==> src/rtl/theta_apply_stream.sv <==
// Theta step applied to a stream of 25-bit slice pages.
// Slice 0 is held back and emitted last, once slice 63's parity is known.
module theta_apply_stream #(
  parameter int NUM_SLICES = 64,
  parameter int IDX_W      = 6
) (
  input  logic             clk,
  input  logic             rst,
  input  logic             start,
  input  logic             in_valid,
  output logic             in_ready,
  input  logic [24:0]      in_data,
  output logic             out_valid,
  input  logic             out_ready,
  output logic [24:0]      out_data,
  output logic [IDX_W-1:0] out_index,
  output logic             busy,
  output logic             done
);

  typedef enum logic [2:0] {
    IDLE, FIRST, STREAM, FLUSH, DONE
  } state_t;

  state_t             state_q, state_d;
  logic [IDX_W-1:0]   cnt_q, cnt_d;
  logic [24:0]        page0_q, page0_d;
  logic [4:0]         c0_q, c0_d;
  logic [4:0]         cprev_q, cprev_d;
  logic               ov_q, ov_d;
  logic [24:0]        od_q, od_d;
  logic [IDX_W-1:0]   oi_q, oi_d;

  logic [4:0] ccur;
  logic       out_free;
  logic       accept;

  function automatic logic [4:0] col_par(
    input logic [24:0] p
  );
    logic [4:0] c;
    c = '0;
    for (int y = 0; y < 5; y++) c ^= p[5*y +: 5];
    return c;
  endfunction

  // cz drives x-1 (rotate up), czm1 drives x+1
  function automatic logic [24:0] theta(
    input logic [24:0] p,
    input logic [4:0]  cz,
    input logic [4:0]  czm1
  );
    logic [4:0] d;
    d = {cz[3:0], cz[4]} ^ {czm1[0], czm1[4:1]};
    return p ^ {5{d}};
  endfunction

  assign ccur     = col_par(in_data);
  assign out_free = !ov_q || out_ready;
  assign accept   = in_valid && in_ready;

  always_comb begin
    state_d  = state_q;
    cnt_d    = cnt_q;
    page0_d  = page0_q;
    c0_d     = c0_q;
    cprev_d  = cprev_q;
    ov_d     = ov_q;
    od_d     = od_q;
    oi_d     = oi_q;
    in_ready = 1'b0;
    unique case (state_q)
      IDLE: begin
        if (start) begin
          state_d = FIRST;
          cnt_d   = '0;
        end
      end
      FIRST: begin
        in_ready = 1'b1;
        if (in_valid) begin
          page0_d = in_data;
          c0_d    = ccur;
          cprev_d = ccur;
          cnt_d   = IDX_W'(1);
          state_d = STREAM;
        end
      end
      STREAM: begin
        in_ready = out_free;
        if (out_ready) ov_d = 1'b0;
        if (accept) begin
          od_d    = theta(in_data, ccur, cprev_q);
          oi_d    = cnt_q;
          ov_d    = 1'b1;
          cprev_d = ccur;
          if (cnt_q == IDX_W'(NUM_SLICES-1))
            state_d = FLUSH;
          else
            cnt_d = cnt_q + IDX_W'(1);
        end
      end
      FLUSH: begin
        // index 0 only ever appears here, so it marks the loaded z=0 page
        if (ov_q && oi_q == '0) begin
          if (out_ready) begin
            ov_d    = 1'b0;
            state_d = DONE;
          end
        end else if (out_free) begin
          od_d = theta(page0_q, c0_q, cprev_q);
          oi_d = '0;
          ov_d = 1'b1;
        end
      end
      DONE: begin
        ov_d    = 1'b0;
        state_d = IDLE;
      end
      default: state_d = IDLE;
    endcase
  end

  always_ff @(posedge clk or negedge rst) begin
    if (!rst) begin
      state_q <= IDLE;
      cnt_q   <= '0;
      page0_q <= '0;
      c0_q    <= '0;
      cprev_q <= '0;
      ov_q    <= 1'b0;
      od_q    <= '0;
      oi_q    <= '0;
    end else begin
      state_q <= state_d;
      cnt_q   <= cnt_d;
      page0_q <= page0_d;
      c0_q    <= c0_d;
      cprev_q <= cprev_d;
      ov_q    <= ov_d;
      od_q    <= od_d;
      oi_q    <= oi_d;
    end
  end

  assign out_valid = ov_q;
  assign out_data  = od_q;
  assign out_index = oi_q;
  assign busy      = (state_q != IDLE);
  assign done      = (state_q == DONE);

endmodule

==> config.mk <==
export PLATFORM = sky130hd
export DESIGN_NAME = theta_apply_stream
export DESIGN_NICKNAME = d
export VERILOG_FILES = /design/src/rtl/theta_apply_stream.sv
export SDC_FILE = /design/constraint.sdc
export NUM_CORES = 1
export LEC_CHECK = 0
export CAP_MARGIN = 40
export CORE_MARGIN = 4
export CORE_UTILIZATION = 33
export DETAILED_ROUTE_END_ITERATION = 10
export PLACE_DENSITY = 0.51
export SYNTH_ARGS = -nofsm -noshare
export SYNTH_HDL_FRONTEND = slang
export SYNTH_SLANG_ARGS = --single-unit
==> constraint.sdc <==
create_clock -name clk -period 1.7 [get_ports clk]
set_input_delay 0.51 -clock clk [delete_from_list [all_inputs] [get_ports clk]]
set_output_delay 0.51 -clock clk [all_outputs]
set_load 0.005 [all_outputs]
==> flow_summary.ini, run 1 <==
[global_routing]
grt_use_met2_pct = 30.4
grt_pass1_vias = 4563
use_met1_pct = 21.8
grt_max_degree = 38
grt_pass1_wl_mm = 23.1
busiest_layer = met2
grt_overflow = 0
met3_usage_pct = 2.97
gr-usage-all-layers_pct = 17.5
antenna_found_initial = 0

[power_and_ir_drop]
power_mw = 13.3
power_density_nw_per_um2 = 1760
irDropWorstVdd_v = 0.000757
leakagePower_nw = 3.17

[worst_setup_path]
r2r_slack_ps = -230
crit_fanout = 8
reg2reg_from = out_index[4]
crit_path_end_kind = flop
cp.required_ps = 1930
critical_path_class = reg2reg
r2r_end = out_data[7]
cp-start-kind = flop
reg2regPathDepth = 7
arrival_ps = 2150

[yosys]
synthSimpleGateAreaFrac_pct = 14.0
synth_ff_type = dfrtp_1
mappedNetlistArea_um2 = 4860
syn_inst = 493
yosysTopAreaCell = dfrtp_1
yosys.area_share.xor_xnor_pct = 14.2
synth_top_family_by_area = compound AO/OA/AOI/OAI gates
synth_area_leaders = dfrtp_1 39%, mux2_2 8.1%, xnor2_1 6.5%, xor2_1 5.8%, nand2b_1 4.4%
synth_edf_count = 0
synthDistinctLibCells = 43
synthArstFlopShare_pct = 100
avgSynthCellArea_um2 = 9.85
ys_seq_elements = 76
syn-num-nets = 524
synth_compound_area_share_pct = 20.2
synth_top_area_share_pct = 39.2
ys_seq_area_share_pct = 39.2
synth_mux_area_share_pct = 8.32
synth_fa_ha_area_share_pct = 0.258
yosys_warnings = 0

[timing]
setup_ws_ps = -225
setup_violations = 62
rsz0062_at_grt = yes
hold_ws_ps = 51.9
fin_tns_setup_ps = -6530
hold_violations = 0
slew_viol_final = 0
fin_crit_sh_pct = 113
max_freq_mhz = 519
slew_headroom_pct = 60.7
final.setup_skew_ps = 8.41
tightestPinTransition_ps = 589
period_needed_ps = 1930

[layout]
n_fill_cell = 1307
fin_util_pct = 52.3
post_layout_nonfiller_instances = 843
seqCellArea_um2 = 1900
multi_input_area_um2 = 3410
nets = 685
n_antenna_cell = 0
drive_gt1_share_pct = 41.1
area_growth_pct = 56.0

[detailed_routing]
routed_wl_mm = 14.0
antenna_left = 0
vias = 4392
drtPass1Iterations = 4
via_per_inst = 5.21
drt-initial-drc-count = 158
wl_per_cell_um = 16.7
route.detailed.drc = 0

[status]
outcome = finished with violations
violations = negative setup slack

[cts]
htreeDepth = 3
clk_path_buf_depth = 2
hold_buffers = 0
numClockSinks = 76
cts_buffers = 9
insertion_delay_ps = 340
path_clk_slew_ps = 60
cts_tree = yes
cts_root_buf = clkbuf_16

[floorplan]
io_pins = 65
design.die.area_um2 = 16700
die_h_um = 129
core_um2 = 14500
rows = 44
die_width_um = 129
start_util_pct = 33.5

[placement]
gp_congestion = 0.871
dpl.cell_count = 802
place_hpwl_mm = 9.66
io_buffers = 64

[hold_path]
hold_path.class = in2async

[job]
cap_violations = 0
==> Yosys cell counts, drive strengths merged (6+ instances only) <==
| master | instances |
|---|---|
| inv | 10 |
| o21ai | 30 |
| or2 | 6 |
| nand3 | 9 |
| a31oi | 7 |
| nor2 | 17 |
| a211oi | 22 |
| a21oi | 15 |
| buf | 12 |
| o22ai | 20 |
| clkbuf | 23 |
| mux2 | 35 |
| nand2 | 22 |
| nand2b | 34 |
| xor2 | 32 |
| or3 | 6 |
| nor3 | 7 |
| o22a | 20 |
| dfrtp | 76 |
| xnor2 | 36 |
| a41oi | 20 |
==> sequential cells by signal, summed over array words and instances (netlist names) <==
signal and cells:
cprev_q 5, out_valid 1, cnt_q 6, page0_q 25, state_q 3, out_data 25, c0_q 5, out_index 6
==> stage by stage <==
stage,worst slack [ps],cell area [µm²]
6_report,-225,7580
5_1_grt,-297,7580
4_1_cts,-307,7420
3_5_place_dp,-802,6450
3_3_place_gp,-795,6450
2_1_floorplan,-89.0,4940
==> layer usage <==
layer  wire length [µm]  vias up
met2               7000       72
met4                273        0
met1               6360     2161
li1                   -     2140
met5                  0        -
met3                406       19
==> timing repair <==
item,CTS,global route
resized for setup,185,45
cloned,3,0
endpoints found under the setup margin,109,75
hold endpoints to repair,0,0
pin swaps,52,21
setup buffers,21,4
==> how the worst max path moves through the flow <==
stage / startpoint / slack [ps] / cells past startpoint / end
finish: out_index[4] / -230 / 7 / out_data[7]
global route: out_index[4] / -300 / 8 / out_data[12]
CTS: out_index[4] / -310 / 7 / out_data[7]
detailed placement: in_data[10] / -800 / 6 / out_data[21]
global placement: in_data[10] / -800 / 6 / out_data[21]
floorplan: out_index[3] / -90 / 5 / out_data[10]
==> cells in the final DEF, fill, tap and decap left out, types with 5 or more instances in the layout <==
master           netlist  layout
a211oi_1              22      21
a21oi_1               15      10
a31oi_1                7       7
a41oi_2                0      20
buf_12                 0       9
buf_4                  0      94
buf_6                  0      17
clkbuf_16              0       9
clkbuf_8               0       5
clkdlybuf4s50_1        0       5
dfrtp_1               76      74
dlygate4sd2_1          0      48
dlymetal6s2s_1         0       6
inv_1                 10      10
mux2_2                35      10
mux2_4                 0      25
nand2_1               22      18
nand2b_1              34      32
nand3_2                0       7
nor2_1                17       7
nor2_2                 0       7
o21ai_0               30       8
o21ai_1                0      20
o22a_1                20      20
o22ai_1               20      20
or2_2                  5       5
xnor2_1               36      27
xnor2_2                0       9
xor2_1                32      30
==> layout make-up <==
cell class                      instances  share of cell area, %
Multi-Input combinational cell        372                   45.1
Sequential cell                        76                   25.1
Timing Repair Buffer                  185                   22.3
Clock buffer                           16                   3.98
Tap cell                              184                   3.04
Inverter                               10                  0.495
==> kinds of logic (layout without fill, tap and decap cells) <==
logic type | count (synthesis) | after routing
AOI/OAI and AO/OA | 142 | 142
and+or+nand+nor | 121 | 121
DFF | 76 | 76
xor gates and xnor gates | 72 | 72
buffers and inverters | 45 | 211
muxes | 36 | 36
adders and majority gates | 1 | 1
==> power breakdown <==
part / switching, mW / internal (mW)
combinational: 3.62 / 4.40
sequential: 0.715 / 2.65
clock: 0.740 / 1.19
==> worst max-delay path: stages (launching register included) <==
cell and delay (ps):
dfrtp_1 380, or4_4 550, nor3_4 160, buf_6 140
a311oi_4 90, buf_6 170, buf_6 130, o22a_1 180
Note: power is estimated with default switching activity, not from simulation.
==> inputs of run 2 (changes only) <==
Settings changed: CORE_MARGIN 4 to unset, DONT_BUFFER_PORTS set to 1, PLACE_DENSITY 0.51 to 0.45.
==> flow_summary.ini, run 2 (synthesis results as in run 1) <==
[power_and_ir_drop]
power_density_nw_per_um2 = 1920
leakagePower_nw = 2.54
irDropWorstVdd_v = 0.000844
p_switching_mw = 4.74
power.share.combinational_pct = 56.6
pwr-share-clk_pct = 15.9
seqPwrFrac_pct = 27.5
p_int_mw = 7.69
swShare_pct = 38.1

[timing]
period_needed_ps = 1960
fin_tns_setup_ps = -6710
setup_violations = 38
hold_violations = 76
final.setup_skew_ps = 5.82
slew_viol_final = 0
tightestPinTransition_ps = 668
setup_ws_ps = -264
rsz0062_at_grt = yes
slew_headroom_pct = 55.2
max_freq_mhz = 509
fin_crit_sh_pct = 116
hold_ws_ps = -132

[cts]
cts_root_buf = clkbuf_16
insertion_delay_ps = 340
cts_tree = yes
path_clk_slew_ps = 60
htreeDepth = 3
numClockSinks = 76
clk_path_buf_depth = 2
cts_buffers = 9

[layout]
final_cell_mix = 76 x dfrtp_1, 60 x buf_4, 35 x xnor2_1
area_growth_pct = 33.1
layout_commonest_cell = dfrtp_1
drive_gt1_share_pct = 34.3
n_antenna_cell = 0
nets = 586
design_area_um2 = 6470

[worst_setup_path]
cp-start-kind = flop
crit_fanout = 5
cp_num_buf_inv = 3
critical_path_class = reg2reg
cpMostUsedCell = buf_6
crit_family = simple AND/OR/NAND/NOR gates
cp.required_ps = 1920
worst_path_max_delay_cell = or4_4
r2r_end = out_data[7]
reg2reg_from = out_index[3]
arrival_ps = 2190
reg2regPathDepth = 7
crit_path_end_kind = flop
cpPeakStageDelay_ps = 550
crit_path_cell_trace = or4_4 > nor3_4 > buf_6 > a311oi_4 > buf_4 > buf_6 > o22a_1
r2r_slack_ps = -260

[global_routing]
grt_overflow = 0
gr-usage-all-layers_pct = 18.7
grt_max_degree = 77
grt_pass1_vias = 3996
antenna_found_initial = 0
grt_pass1_wl_mm = 21.4

[detailed_routing]
wl_per_cell_um = 18.6
drtPass1Iterations = 4
routed_wl_mm = 13.7
antenna_left = 0
via_per_inst = 5.37
route.detailed.drc = 0
drt-initial-drc-count = 137
vias = 3973

[floorplan]
die_width_um = 123
core_um2 = 14100
start_util_pct = 34.5
rows = 43
design.die.area_um2 = 15200
die_h_um = 123
io_pins = 65

[placement]
io_buffers = 0
place_hpwl_mm = 8.73
place_ws_ps = -229
gp_congestion = 0.815
dpl-instance-area_um2 = 5570

[job]
cap_violations = 0

[hold_path]
hold_path.class = in2async

[status]
violations = negative hold slack, negative setup slack
outcome = finished with violations
[run 2: cell count changes in the layout (fill, tap and decap cells not counted), sizes merged]
cell / change
buf: -41
bufinv: +1
clkbuf: +1
clkdlybuf4s15: -1
clkdlybuf4s50: -5
dlygate4sd2: -48
dlymetal6s2s: -6
[run 2: per-layer routing]
| layer | wire length (µm) | vias up | global-route usage (%) |
|---|---|---|---|
| met4 | 160 | 0 | 5.35 |
| met3 | 753 | 11 | 6.50 |
| li1 | - | 1940 | - |
| met2 | 6830 | 74 | 31.7 |
| met5 | 0 | - | 0 |
| met1 | 5990 | 1948 | 22.3 |
[run 2: worst max path at each step]
stage | start | to | cells after the start
floorplan | out_index[3] | out_data[10] | 5
global route | out_index[3] | out_data[7] | 7
global placement | in_data[14] | out_data[20] | 5
detailed placement | out_ready | out_data[10] | 6
CTS | out_index[3] | out_data[24] | 6
finish | out_index[3] | out_data[7] | 7
[run 2: through the flow]
stage          std cells  total power [mW]  hold WS, ps  util, %
2_1_floorplan        493              7.34          214        -
3_3_place_gp         704              9.11          218     39.5
3_5_place_dp         704              9.23          218     39.5
4_1_cts              733              11.8         -153     43.5
5_1_grt              740              13.3         -160     45.9
6_report             740              12.4         -132     45.9
[run 2: final cells by class]
| type | count | area (µm²) |
|---|---|---|
| fill | 1348 | 7630 |
| multi-input combinational | 372 | 3150 |
| sequential | 76 | 1900 |
| timing repair buffer | 86 | 857 |
| clock buffer | 15 | 268 |
| tap | 180 | 225 |
| inverter | 10 | 37.5 |
| clock inverter | 1 | 30.0 |
[run 2: power by group through the flow]
stage,registers [mW],logic (mW),clock network [mW]
after floorplan,3.15,4.19,0
after global placement,3.40,5.71,0
after detailed placement,3.42,5.81,0
after CTS,3.39,6.35,2.06
after global routing,3.56,7.67,2.12
final,3.42,7.04,1.97
[run 2: timing repair]
item / in CTS / in global routing
cloned: 2 / 3
setup endpoints to repair: 71 / 57
pin swaps: 8 / 9
resized for setup: 35 / 62
buffers inserted: 11 / 6
hold endpoints to repair: 76 / 76
